**src/rtl/i2s_tx_master.sv**
```systemverilog
// I2S / left-justified / TDM master transmitter.
// Divides adc_clk down to bclk, generates wclk and shifts NUM_CH samples per
// frame out MSB-first. Samples come in through a one-frame holding buffer.
module i2s_tx_master #(
  parameter int CLK_DIV  = 2,
  parameter int SAMPLE_W = 24,
  parameter int SLOT_W   = 32,
  parameter int NUM_CH   = 2,
  parameter int MODE     = 0
) (
  input  logic                         adc_clk,
  input  logic                         rst_n,
  input  logic [NUM_CH*SAMPLE_W-1:0]   s_data,
  input  logic                         s_valid,
  output logic                         s_ready,
  output logic                         i2s_bclk,
  output logic                         i2s_wclk,
  output logic                         i2s_sdata,
  output logic                         underrun
);

  localparam int FRAME  = NUM_CH * SLOT_W;
  localparam int HALF   = FRAME / 2;
  localparam int F_W    = (FRAME > 1) ? $clog2(FRAME) : 1;
  localparam int DIV_W  = (CLK_DIV > 1) ? $clog2(CLK_DIV) : 1;
  localparam int DATA_W = NUM_CH * SAMPLE_W;
  localparam int IDX_W  = $clog2(DATA_W);

  logic [DIV_W-1:0]  div_cnt_q, div_cnt_d;
  logic              bclk_q, bclk_d;
  logic              wclk_q, wclk_d;
  logic              sdata_q, sdata_d;
  logic [F_W-1:0]    f_q, f_d;
  logic [DATA_W-1:0] shift_q, shift_d;
  logic [DATA_W-1:0] buf_q, buf_d;
  logic              buf_full_q, buf_full_d;
  logic              underrun_q, underrun_d;

  logic              tick, fall, wrap, boundary, accept;
  logic [F_W-1:0]    f_nxt;
  logic [IDX_W-1:0]  bit_idx;
  int                fi, slot_c, slot_b;

  // Handshake: a transfer happens on a cycle where s_valid && s_ready; s_ready
  // is high exactly when the holding buffer is empty and does not depend on s_valid.
  assign s_ready   = !buf_full_q;
  assign i2s_bclk  = bclk_q;
  assign i2s_wclk  = wclk_q;
  assign i2s_sdata = sdata_q;
  assign underrun  = underrun_q;

  // Next-state: divider, frame index, slot bit selection, buffer handshake.
  always_comb begin
    tick     = (div_cnt_q == DIV_W'(CLK_DIV - 1));
    fall     = tick && bclk_q;
    wrap     = (f_q == F_W'(FRAME - 1));
    boundary = fall && wrap;
    accept   = s_valid && !buf_full_q;
    f_nxt    = wrap ? '0 : f_q + 1'b1;

    // Slot/bit coordinates of the frame position that the next fall event enters.
    fi      = int'(f_nxt);
    slot_c  = fi / SLOT_W;
    slot_b  = fi % SLOT_W;
    bit_idx = '0;

    div_cnt_d  = tick ? '0 : div_cnt_q + 1'b1;
    bclk_d     = tick ? ~bclk_q : bclk_q;
    f_d        = f_q;
    wclk_d     = wclk_q;
    sdata_d    = sdata_q;
    shift_d    = shift_q;
    underrun_d = boundary && !buf_full_q;
    buf_d      = buf_q;
    buf_full_d = buf_full_q;

    // The boundary samples the buffer state before any same-cycle accept lands.
    if (boundary) begin
      shift_d = buf_full_q ? buf_q : '0;
    end

    if (fall) begin
      f_d = f_nxt;
      if (MODE == 1) begin
        wclk_d = (fi >= HALF);
      end else begin
        wclk_d = (((fi + 1) % FRAME) >= HALF);
      end
      if (slot_b < SAMPLE_W) begin
        bit_idx = IDX_W'(slot_c * SAMPLE_W + SAMPLE_W - 1 - slot_b);
        sdata_d = shift_d[bit_idx];
      end else begin
        sdata_d = 1'b0;
      end
    end

    if (accept) begin
      buf_d      = s_data;
      buf_full_d = 1'b1;
    end else if (boundary) begin
      buf_full_d = 1'b0;
    end
  end

  // State registers with synchronous active-low reset.
  always_ff @(posedge adc_clk) begin
    if (!rst_n) begin
      div_cnt_q  <= '0;
      bclk_q     <= 1'b0;
      wclk_q     <= 1'b0;
      sdata_q    <= 1'b0;
      f_q        <= '0;
      shift_q    <= '0;
      buf_q      <= '0;
      buf_full_q <= 1'b0;
      underrun_q <= 1'b0;
    end else begin
      div_cnt_q  <= div_cnt_d;
      bclk_q     <= bclk_d;
      wclk_q     <= wclk_d;
      sdata_q    <= sdata_d;
      f_q        <= f_d;
      shift_q    <= shift_d;
      buf_q      <= buf_d;
      buf_full_q <= buf_full_d;
      underrun_q <= underrun_d;
    end
  end

endmodule

```
**config.mk**
```make
export PLATFORM = sky130hd
export DESIGN_NAME = i2s_tx_master
export DESIGN_NICKNAME = d
export VERILOG_FILES = /design/src/rtl/i2s_tx_master.sv
export SDC_FILE = /design/constraint.sdc
export NUM_CORES = 1
export LEC_CHECK = 0
export CAP_MARGIN = 20
export CORE_AREA = 2 2 114 116
export CTS_CLUSTER_DIAMETER = 60
export DETAILED_ROUTE_END_ITERATION = 10
export DIE_AREA = 0 0 116 118
export GPL_TIMING_DRIVEN = 0
export RECOVER_POWER = 25
export SYNTH_ARGS = -nofsm -noshare
export SYNTH_HDL_FRONTEND = slang
export SYNTH_SLANG_ARGS = --single-unit
```
**constraint.sdc**
```tcl
create_clock -name adc_clk -period 2.8 [get_ports adc_clk]
set_input_delay 0.42 -clock adc_clk [delete_from_list [all_inputs] [get_ports adc_clk]]
set_output_delay 0.42 -clock adc_clk [all_outputs]
set_load 0.02 [all_outputs]
```
==> summary.md <==
| Metric | Value |
|---|---|
| Drt first pass iters | `5` |
| Max clock buf depth | `2` |
| Max Fclk | `376 MHz` |
| Setup TNS Final | `0 ns` |
| Die area | `13700 µm²` |
| Syn_area_per_cell | `8.12 µm²` |
| FILL cells | `1256` |
| Ant diodes | `0` |
| Final Max Slew Viols | `0` |
| Overall routing resource usage | `20.1%` |
| Status | `finished clean` |
| Initial antenna violation count | `0` |
| Top cells by area, synth | `dfxtp_1 44%, a21boi_0 14%, nand2_1 12%` |
| Total power | `3.33 mW` |
| Compound-Gate Fraction of Synth Area | `23.6%` |
| Hold wc startpoint | `shift_q[42]` |
| Pin count of the biggest net entering global routing | `18` |
| Core Region | `12400 µm²` |
| Final nets | `725` |
| Vias per cell | `5.23` |
| RSZ-0062 raised after global routing | `false` |
| # rows | `41` |
| Root Driver | `clkbuf_16` |
| Die Span X | `116 µm` |
| PwrDens | `551 nW/µm²` |
| Adder and majority gate portion of the synthesized area | `1.28%` |
| Post-synth ARST share | `0%` |
| Final setup vio count | `0` |
| Library cells used by synthesis | `45` |
| Vias in the first global route | `4297` |
| Routed vias | `4426` |
| Clk Latency, worst-skew pair | `0.35 ns` |
| CTS buffer count | `9` |
| Leakage | `2.13 nW` |
| Starting Density | `39.5%` |
| Largest area contributor in the synthesized netlist | `dfxtp_1` |
| Routed WL per cell | `15.7 µm` |
| Final Skew | `0.0100 ns` |
| Post-Synth XOR/XNOR Area | `1.43%` |
| Simple-gate portion of the synthesized area | `22.9%` |
| Largest family of logic cells by synthesized area | `compound AO/OA/AOI/OAI gates` |
| Synth Register Bits | `108` |
| Antenna-violating nets left | `0` |
| Setup Crit Path Kind | `reg2reg` |
| Worst path bufs/invs | `2` |
| Worst path required time | `3.07 ns` |
| # DRC | `0` |
| Primary FF master, synth | `dfxtp_1` |
| Post-synthesis cell count | `604` |
| Crit end category | `flip-flop` |
| Worst path max stage delay | `0.49 ns` |
| Worst slew pin tran | `0.973 ns` |
| Crit path max fanout | `10` |
| Port bufs | `54` |
| Hpwl dp | `9480 µm` |
| Hold_ws | `0.465 ns` |
| Seq/Total Area, Yosys | `44.1%` |
| P&R area growth vs syn | `23.0%` |
| Register area | `2160 µm²` |
| Synth top area share | `44.1%` |
| Syn Std Cell Area | `4900 µm²` |
| Total grt overflow | `0` |
| Mux cell area share after synthesis | `1.10%` |
| IO Count | `56` |
| First-pass GRT wire length | `21600 µm` |
| CTS HTree Levels | `3` |
| Final Util | `48.6%` |
| Final period utilization | `94.9%` |
| Routability cong. | `0.897` |
| CP max-delay cell | `a21oi_2` |
| Share of layout cells above drive strength 1 | `6.97%` |
| CP delay by family, top | `compound AO/OA/AOI/OAI gates` |
| Hold WC Path Type | `reg2reg` |
| Footprint of the multi-input gates | `2500 µm²` |
| Crit path DAT | `2.93 ns` |
| FF-to-FF Start | `f_q[1]` |
| Iter 0 DRT Violations | `334` |
| Clock transition at path regs | `0.07 ns` |
| Commonest cells post-synth | `159 x nand2_1, 108 x dfxtp_1, 94 x a21boi_0` |
| Max Cap Viol | `0` |
| CTS sink count | `108` |
| Number of synthesized flops with an enable pin | `0` |
| Max transition margin | `34.7%` |
| Final min period | `2.66 ns` |
| CTS tree | `yes` |
| Place WS | `-0.343 ns` |
| CTS Hold Bufs | `0` |
| Yosys warning count | `0` |
| Critical Path Source | `f_q[1]` |
| Worst vdd ir | `294 µV` |
| Crit-path cells | `ha_1 > buf_6 > and4_4 > buf_6 > a21oi_2 > nor3_1 > nor4_1 > nor4_1 > o31a_1 > o31ai_2` |
| Mapped Nets | `660` |
| Die Y-Extent | `118 µm` |
| Worst Setup Start Kind | `flip-flop` |
| Final WS setup | `0.144 ns` |
| WL final | `13200 µm` |
| Final hold viol count | `0` |
| Count leader, synth | `nand2_1` |
## what timing repair did
action | in CTS | in global routing
setup endpoints to repair | 1 | 21
cloned | 0 | 0
gates resized for setup | 5 | 21
pin swaps | 0 | 3
buffers inserted | 0 | 1
## cell families after synthesis
kind of cell,count (synthesis)
multiplexers,4
flip-flops,108
XOR/XNOR,8
adder cells (fa/ha/maj),5
AND/OR/NAND/NOR,257
AO/OA/AOI/OAI,163
buffers and inverters,59
## state kept, by name (all words and copies together), names as in the netlist
name        count
buf_q          48
f_q             6
buf_full_q      1
underrun        1
shift_q        48
i2s_bclk        1
i2s_wclk        1
i2s_sdata       1
div_cnt_q       1
## worst min-delay path: stages (launching register included)
cell	delay, ns
dfxtp_1	0.31
nand2_1	0.05
a21boi_0	0.06
## worst paths after layout
path / to / slack [ns] / cells after the start
setup reg to reg: i2s_sdata / 0.14 / 10
hold / removal: shift_q[42] / 0.46 / 2
hold reg to reg: shift_q[42] / 0.46 / 2
setup / recovery: i2s_sdata / 0.14 / 10
## report_power, final
| group | switching [mW] | internal, mW | total [mW] |
|---|---|---|---|
| clock | 0.586 | 0.785 | 1.37 |
| sequential | 0.0323 | 1.58 | 1.62 |
| combinational | 0.185 | 0.154 | 0.339 |
## per-layer routing
metal | part of all wire, % | routed length, µm | track usage, % | up-vias
met5 | 0 | 0 | 0 | -
met4 | 2.6 | 344 | 8.11 | 0
met3 | 5.0 | 666 | 3.81 | 22
met2 | 45 | 5970 | 31.1 | 130
met1 | 47 | 6270 | 27.4 | 2061
li1 | - | - | - | 2213
## cell usage in the layout (no fill, tap or decap), types with 6 or more instances in the layout
cell type,instances
dfxtp_1,107
clkdlybuf4s50_1,50
a21boi_0,94
nor2_1,11
clkbuf_16,9
buf_1,6
clkbuf_1,29
a311oi_1,6
o21ai_0,20
and2_1,7
inv_1,6
nand3_1,48
nand2_1,159
a31oi_1,7
a21oi_1,11
nor2b_1,6
## metrics by stage
| stage | area (µm²) | std cells |
|---|---|---|
| floorplan | 4900 | 604 |
| global placement | 5660 | 830 |
| detailed placement | 5660 | 830 |
| CTS | 5990 | 845 |
| global route | 6030 | 846 |
| finish | 6030 | 846 |
## final cells by class
class | instances | share of cell area, %
clock inverter | 6 | 1.43
buffer | 52 | 4.40
clock buffer | 10 | 3.79
multi-input combinational | 437 | 41.5
inverter | 6 | 0.373
tap | 172 | 3.57
timing repair buffer | 55 | 9.08
sequential | 108 | 35.8
No activity file was read; power rests on OpenSTA's default activity.
